`config.mk`:
```
export PLATFORM = sky130hd
export DESIGN_NAME = trng_collector
export DESIGN_NICKNAME = d
export VERILOG_FILES = /design/src/rtl/trng_collector.sv
export SDC_FILE = /design/constraint.sdc
export NUM_CORES = 1
export LEC_CHECK = 0
export BUFFER_PORTS_ARGS = -buffer_cell sky130_fd_sc_hd__buf_2
export CORE_ASPECT_RATIO = 0.75
export CORE_MARGIN = 2
export CORE_UTILIZATION = 45
export DETAILED_ROUTE_END_ITERATION = 12
export GPL_ROUTABILITY_DRIVEN = 0
export HOLD_SLACK_MARGIN = 0.12
export REMOVE_ABC_BUFFERS = 1
export SLEW_MARGIN = 20
export SYNTH_ARGS = -nofsm -noshare
export SYNTH_HDL_FRONTEND = slang
export SYNTH_SLANG_ARGS = --single-unit
```
`constraint.sdc`:
```
create_clock -name clk -period 5.3 [get_ports clk]
set_clock_uncertainty 0.2 [all_clocks]
set_input_delay 0.265 -clock clk [delete_from_list [all_inputs] [get_ports clk]]
set_output_delay 0.265 -clock clk [all_outputs]
set_load 0.05 [all_outputs]
```
`src/rtl/trng_collector.sv`:
```
// Multi-channel entropy collector: XOR-folds synchronised noise into 32-bit words,
// buffers them in a FIFO and runs a repetition-count health test.
// Optional macro TRNG_COLLECTOR_RAW_EN adds the RAW characterisation register and CTRL bit3 bypass.
module trng_collector #(
  parameter int unsigned NUM_CH       = 4,
  parameter int unsigned DEPTH        = 4,
  parameter int unsigned RCT_CUTOFF   = 32,
  parameter logic [23:0] DEFAULT_RATE = 24'h001000
) (
  input  logic              clk,
  input  logic              reset_n,
  input  logic              cs,
  input  logic              we,
  input  logic [7:0]        address,
  input  logic [31:0]       write_data,
  output logic [31:0]       read_data,
  output logic              ready,
  input  logic [NUM_CH-1:0] noise,
  output logic              health_error
);

  localparam int unsigned PTR_W  = $clog2(DEPTH);
  localparam int unsigned CNT_W  = $clog2(DEPTH + 1);
  localparam logic [7:0]  CUTOFF = 8'(RCT_CUTOFF);

  localparam logic [7:0] ADDR_NAME0   = 8'h00;
  localparam logic [7:0] ADDR_NAME1   = 8'h01;
  localparam logic [7:0] ADDR_VERSION = 8'h02;
  localparam logic [7:0] ADDR_STATUS  = 8'h09;
  localparam logic [7:0] ADDR_CTRL    = 8'h0a;
  localparam logic [7:0] ADDR_RATE    = 8'h10;
  localparam logic [7:0] ADDR_ENTROPY = 8'h20;
`ifdef TRNG_COLLECTOR_RAW_EN
  localparam logic [7:0] ADDR_RAW     = 8'h30;
`endif

  logic [NUM_CH-1:0] meta_q, sync_q;
  logic              enable_q, enable_d;
  logic [23:0]       rate_q, rate_d;
  logic [23:0]       cnt_q, cnt_d;
  logic [31:0]       coll_q, coll_d;
  logic [5:0]        bits_q, bits_d;
  logic [31:0]       mem_q [DEPTH];
  logic [31:0]       mem_d [DEPTH];
  logic [PTR_W-1:0]  rd_ptr_q, rd_ptr_d;
  logic [PTR_W-1:0]  wr_ptr_q, wr_ptr_d;
  logic [CNT_W-1:0]  count_q, count_d;
  logic              health_error_q, health_error_d;
  logic [7:0]        run_q, run_d;
  logic              prev_q, prev_d;
`ifdef TRNG_COLLECTOR_RAW_EN
  logic              bypass_q, bypass_d;
`endif

  logic        fifo_empty_c, fifo_full_c;
  logic        ctrl_wr_c, rate_wr_c, pop_c, push_c, flush_c;
  logic        active_c, strobe_c, fold_c;
  logic [23:0] rate_m1_c;
  logic [7:0]  run_next_c;
  logic        unused_ok_c;

  assign ready        = cs;
  assign health_error = health_error_q;
  assign unused_ok_c  = ^write_data[31:24];

  assign fifo_empty_c = (count_q == '0);
  assign fifo_full_c  = (count_q == CNT_W'(DEPTH));
  assign ctrl_wr_c    = cs & we & (address == ADDR_CTRL);
  assign rate_wr_c    = cs & we & (address == ADDR_RATE);
  assign flush_c      = ctrl_wr_c & write_data[2];
  assign pop_c        = cs & ~we & (address == ADDR_ENTROPY) & ~fifo_empty_c;

  // A full collector word stalls sampling until it has been pushed.
  assign active_c  = enable_q & ~health_error_q & (bits_q != 6'd32);
  assign rate_m1_c = (rate_q == 24'd0) ? 24'd0 : rate_q - 24'd1;
  assign strobe_c  = active_c & (cnt_q >= rate_m1_c);
  assign push_c    = enable_q & ~health_error_q & (bits_q == 6'd32)
                   & (~fifo_full_c | pop_c) & ~flush_c;

  always_comb begin
    fold_c = ^sync_q;
`ifdef TRNG_COLLECTOR_RAW_EN
    if (bypass_q) fold_c = sync_q[0];
`endif
  end

  assign run_next_c = (fold_c == prev_q) ? run_q + 8'd1 : 8'd1;

  // Next-state for sampling, collector, FIFO and health test; register writes override last.
  always_comb begin
    enable_d       = enable_q;
    rate_d         = rate_q;
    cnt_d          = cnt_q;
    coll_d         = coll_q;
    bits_d         = bits_q;
    mem_d          = mem_q;
    rd_ptr_d       = rd_ptr_q;
    wr_ptr_d       = wr_ptr_q;
    count_d        = count_q;
    health_error_d = health_error_q;
    run_d          = run_q;
    prev_d         = prev_q;
`ifdef TRNG_COLLECTOR_RAW_EN
    bypass_d       = bypass_q;
`endif

    if (strobe_c) begin
      cnt_d  = 24'd0;
      coll_d = {coll_q[30:0], fold_c};
      bits_d = bits_q + 6'd1;
      prev_d = fold_c;
      run_d  = run_next_c;
      if (run_next_c >= CUTOFF) health_error_d = 1'b1;
    end else if (active_c) begin
      cnt_d = cnt_q + 24'd1;
    end

    if (push_c) begin
      mem_d[wr_ptr_q] = coll_q;
      wr_ptr_d        = wr_ptr_q + PTR_W'(1);
      bits_d          = 6'd0;
      coll_d          = 32'd0;
    end
    if (pop_c && !flush_c) rd_ptr_d = rd_ptr_q + PTR_W'(1);

    if (push_c && !(pop_c && !flush_c))      count_d = count_q + CNT_W'(1);
    else if (!push_c && pop_c && !flush_c)   count_d = count_q - CNT_W'(1);

    if (ctrl_wr_c) begin
      enable_d = write_data[0];
`ifdef TRNG_COLLECTOR_RAW_EN
      bypass_d = write_data[3];
`endif
      if (write_data[1]) begin
        health_error_d = 1'b0;
        run_d          = 8'd0;
        bits_d         = 6'd0;
        coll_d         = 32'd0;
      end
      if (write_data[2]) begin
        rd_ptr_d = '0;
        wr_ptr_d = '0;
        count_d  = '0;
        bits_d   = 6'd0;
        coll_d   = 32'd0;
      end
    end

    if (rate_wr_c) begin
      rate_d = write_data[23:0];
      cnt_d  = 24'd0;
      bits_d = 6'd0;
      coll_d = 32'd0;
    end
  end

  always_ff @(posedge clk or negedge reset_n) begin
    if (!reset_n) begin
      meta_q         <= '0;
      sync_q         <= '0;
      enable_q       <= 1'b1;
      rate_q         <= DEFAULT_RATE;
      cnt_q          <= 24'd0;
      coll_q         <= 32'd0;
      bits_q         <= 6'd0;
      rd_ptr_q       <= '0;
      wr_ptr_q       <= '0;
      count_q        <= '0;
      health_error_q <= 1'b0;
      run_q          <= 8'd0;
      prev_q         <= 1'b0;
`ifdef TRNG_COLLECTOR_RAW_EN
      bypass_q       <= 1'b0;
`endif
      for (int i = 0; i < int'(DEPTH); i++) mem_q[i] <= 32'd0;
    end else begin
      meta_q         <= noise;
      sync_q         <= meta_q;
      enable_q       <= enable_d;
      rate_q         <= rate_d;
      cnt_q          <= cnt_d;
      coll_q         <= coll_d;
      bits_q         <= bits_d;
      rd_ptr_q       <= rd_ptr_d;
      wr_ptr_q       <= wr_ptr_d;
      count_q        <= count_d;
      health_error_q <= health_error_d;
      run_q          <= run_d;
      prev_q         <= prev_d;
`ifdef TRNG_COLLECTOR_RAW_EN
      bypass_q       <= bypass_d;
`endif
      mem_q          <= mem_d;
    end
  end

  // Combinational register read mux.
  always_comb begin
    read_data = 32'd0;
    if (cs) begin
      case (address)
        ADDR_NAME0:   read_data = 32'h74726e67;
        ADDR_NAME1:   read_data = 32'h636f6c20;
        ADDR_VERSION: read_data = 32'h00000002;
        ADDR_STATUS:  read_data = {19'd0, 5'(count_q), 5'd0, fifo_full_c, health_error_q, ~fifo_empty_c};
        ADDR_CTRL:    read_data = {31'd0, enable_q};
        ADDR_RATE:    read_data = {8'd0, rate_q};
        ADDR_ENTROPY: read_data = fifo_empty_c ? 32'd0 : mem_q[rd_ptr_q];
`ifdef TRNG_COLLECTOR_RAW_EN
        ADDR_RAW:     read_data = {run_q, 16'd0, 8'(sync_q)};
`endif
        default:      read_data = 32'd0;
      endcase
    end
  end

endmodule
```
==> flow_metrics.py <==
metrics = {
    "floorplan": {
        "placementRows": 53,
        "start_util": 0.457,
        "core_area_mm2": 0.0279,
        "die_w_um": 198,
        "die-area_mm2": 0.0297,
        "die_h_um": 150,
        "ioPinCount": 82,
    },
    "synth": {
        "syn_area_per_cell_um2": 11.3,
        "synth.distinct_cells": 72,
        "synthArstFlopShare": 1.00,
        "synth-edff-count": 0,
        "ys_seq_area_frac": 0.471,
        "ys_ff_latch": 240,
        "synth_ff_type": "dfrtp_1",
        "syn_area_mm2": 0.0127,
        "syn_inst": 1124,
        "ys_warn_count": 0,
    },
    "global_route": {
        "grt_pass1_wl_um": 50200,
        "gr-total-overflow": 0,
        "grt_pass1_vias": 8713,
        "grt_max_degree": 126,
        "antenna_found_initial": 0,
        "grt_usage": 0.219,
    },
    "place": {
        "port_buffers": 73,
        "dp.final_hpwl_um": 20800,
    },
    "clocking": {
        "cts_sinks": 240,
        "cts_setup_buffers": 0,
        "ctsResizeCount": 0,
        "cts_buffer_depth": 3,
        "cts_tree": "built",
        "ctsHoldBuffers": 32,
        "htreeDepth": 1,
        "clk_pin_slew_ns": 0.06,
        "root_buffer": "clkbuf_16",
        "cts_made_buffers": 25,
        "clkLatencyLatePin_ns": 0.54,
    },
    "routing": {
        "drt-total-wl_um": 31500,
        "viasPerCell": 5.63,
        "drt-initial-drc-count": 589,
        "detail-route-antenna-nets": 0,
        "wl_per_cell_um": 19.7,
        "drc": 0,
        "firstDrtPassIters": 5,
        "vias": 9018,
    },
    "sta": {
        "timing.final.crit_share": 0.872,
        "hold_viol": 0,
        "fmax_mhz": 216,
        "setup_violations": 0,
        "slew_headroom": 0.258,
        "tns_ns": 0,
        "slew_viol_final": 0,
        "whs_ns": 0.148,
        "max_slew.worst_pin.slew_ns": 1.11,
        "min_period_ns": 4.62,
        "rsz0062_at_grt": "no",
    },
    "layout": {
        "area_delta_synth_final_pct": 13.9,
        "fill_cells": 2472,
        "drive_gt1_frac": 0.252,
        "antenna_cells": 0,
        "final_nets": 1288,
        "fin_util": 0.520,
    },
    "worst_setup_path": {
        "path_class": "register to register",
        "critPathLaunchType": "register",
        "cp.arrival_ns": 4.87,
        "crit_chain": "or4_1, nor4_1, and2_1, nand2_1, xnor2_1, nand2_1, ha_1, nand4_1, nor3_1, nand3_1, o21a_1, a21oi_4, buf_12, mux2i_1",
        "cp.required_ns": 5.54,
        "critical_path.max_stage_delay_ns": 0.56,
        "slowest_stage": "or4_1",
        "cp-end-kind": "register",
        "crit_top_cell": "nand2_1",
        "critical_path.max_fanout": 33,
    },
    "power": {
        "leakage_nw": 6.76,
        "irDropWorstVdd_v": 0.000212,
        "powerDensity_mw_per_mm2": 300,
    },
    "job": {
        "maxCapViolations": 0,
    },
    "min_path": {
        "hp-class": "register to register",
    },
    "outcome": {
        "status": "finished, final reports clean",
    },
}
==> cell families (layout without fill, tap and decap cells) <==
kind of cell / count (synthesis) / count (layout) / synth area share
multiplexers: 203 / 203 / 0.206
XOR/XNOR: 42 / 42 / 0.0289
AO/OA/AOI/OAI: 138 / 138 / 0.0761
adder cells (fa/ha/maj): 37 / 37 / 0.0363
AND/OR/NAND/NOR: 375 / 375 / 0.147
flip-flops: 240 / 240 / 0.471
buffers and inverters: 89 / 183 / 0.0344
==> layer usage <==
layer,track usage,wire length (um)
met1,0.344,15700
met2,0.315,13500
met3,0.0390,1760
met4,0.0462,550
met5,0,0
==> path summary, 6_finish.rpt <==
| kind | end | from | depth (start not counted) | slack (ns) |
|---|---|---|---|---|
| setup / recovery | coll_q[24]$_DFF_PN0_ | rate_q[3]$_DFFE_PN0P_ | 14 | 0.68 |
| setup reg to reg | coll_q[24]$_DFF_PN0_ | rate_q[3]$_DFFE_PN0P_ | 14 | 0.68 |
| hold / removal | sync_q[2]$_DFF_PN0_ | meta_q[2]$_DFF_PN0_ | 0 | 0.15 |
| hold reg to reg | sync_q[2]$_DFF_PN0_ | meta_q[2]$_DFF_PN0_ | 0 | 0.15 |
| max in group asynchronous | meta_q[1]$_DFF_PN0_ | reset_n | 3 | 3.55 |
| min in group asynchronous | mem_q[119]$_DFFE_PN0P_ | reset_n | 2 | 0.19 |
==> through the flow <==
stage / power [W] / cell area, um2 / setup WS (ns) / instances
after floorplan: 0.00244 / 12400 / -2.14 / 1053
after global placement: 0.00263 / 13400 / 0.820 / 1529
after detailed placement: 0.00265 / 13400 / 0.744 / 1529
after CTS: 0.00439 / 14500 / 0.720 / 1603
after global routing: 0.00458 / 14500 / 0.341 / 1603
final: 0.00435 / 14500 / 0.678 / 1603
==> where the power goes <==
part | leakage, nW | switching, W | internal (W)
clock network | 0.388 | 0.000724 | 0.000994
registers | 3.21 | 0.000131 | 0.00192
logic | 3.16 | 0.000339 | 0.000248
==> state kept, by name, summed over array words and instances (netlist names) <==
signal and count:
bits_q 6, count_q 3, rate_q 24, meta_q 4, rd_ptr_q 2, enable_q 1, run_q 8, sync_q 4
cnt_q 24, wr_ptr_q 2, coll_q 32, prev_q 1, health_error 1, mem_q 128
==> area by class of cell <==
cell class                      count  area [um2]  area share
Inverter                           18        67.6     0.00465
Clock inverter                      6        61.3     0.00422
Tap cell                          385         482      0.0332
Multi-Input combinational cell    795        6330       0.436
Clock buffer                       36         727      0.0501
Timing Repair Buffer              123         843      0.0581
Sequential cell                   240        6010       0.414
==> layout by cell type (no fill, tap or decap), types with 7 or more instances in the layout <==
cell type / netlist / layout
a21oi_1: 37 / 36
or3_1: 8 / 8
buf_4: 1 / 17
mux2_4: 8 / 8
a22oi_1: 16 / 16
mux2_2: 116 / 116
nand3_1: 59 / 59
dfrtp_1: 238 / 237
dlygate4sd3_1: 0 / 32
nand4_1: 20 / 20
and2_1: 11 / 10
buf_2: 2 / 72
nand2b_1: 10 / 10
clkbuf_16: 0 / 25
inv_1: 18 / 18
nor3_1: 32 / 32
mux2i_1: 41 / 41
and3_1: 8 / 8
o21ai_0: 24 / 24
mux4_2: 32 / 32
nor2_1: 26 / 26
xnor2_1: 21 / 21
nor2b_1: 7 / 7
xor2_1: 21 / 21
ha_1: 37 / 37
nand2_1: 160 / 160
nand3b_1: 7 / 7
==> synth_stat cells (8+ instances only) <==
| cell | n | area (um2) |
|---|---|---|
| a21oi_1 | 37 | 185 |
| a22oi_1 | 16 | 120 |
| and2_1 | 11 | 68.8 |
| and3_1 | 8 | 50.1 |
| buf_1 | 10 | 37.5 |
| buf_6 | 13 | 146 |
| clkbuf_1 | 45 | 169 |
| dfrtp_1 | 238 | 5960 |
| ha_1 | 37 | 463 |
| inv_1 | 18 | 67.6 |
| mux2_2 | 116 | 1310 |
| mux2_4 | 8 | 120 |
| mux2i_1 | 41 | 410 |
| mux4_2 | 32 | 721 |
| nand2_1 | 160 | 601 |
| nand2b_1 | 10 | 62.6 |
| nand3_1 | 59 | 295 |
| nand4_1 | 20 | 125 |
| nor2_1 | 26 | 97.6 |
| nor3_1 | 32 | 160 |
| o21ai_0 | 24 | 120 |
| or3_1 | 8 | 50.1 |
| xnor2_1 | 21 | 184 |
| xor2_1 | 21 | 184 |
==> worst max-delay path: cells and delay by family, from the launching register on <==
family,cells,cell delay (ns)
xor gates and xnor gates,1,0.16
AOI/OAI and AO/OA,2,0.61
DFF,1,0.47
and+or+nand+nor,8,2.20
muxes,1,0.24
buffers and inverters,1,0.28
adders and majority gates,1,0.32
Power figures use the tool's default switching activity.
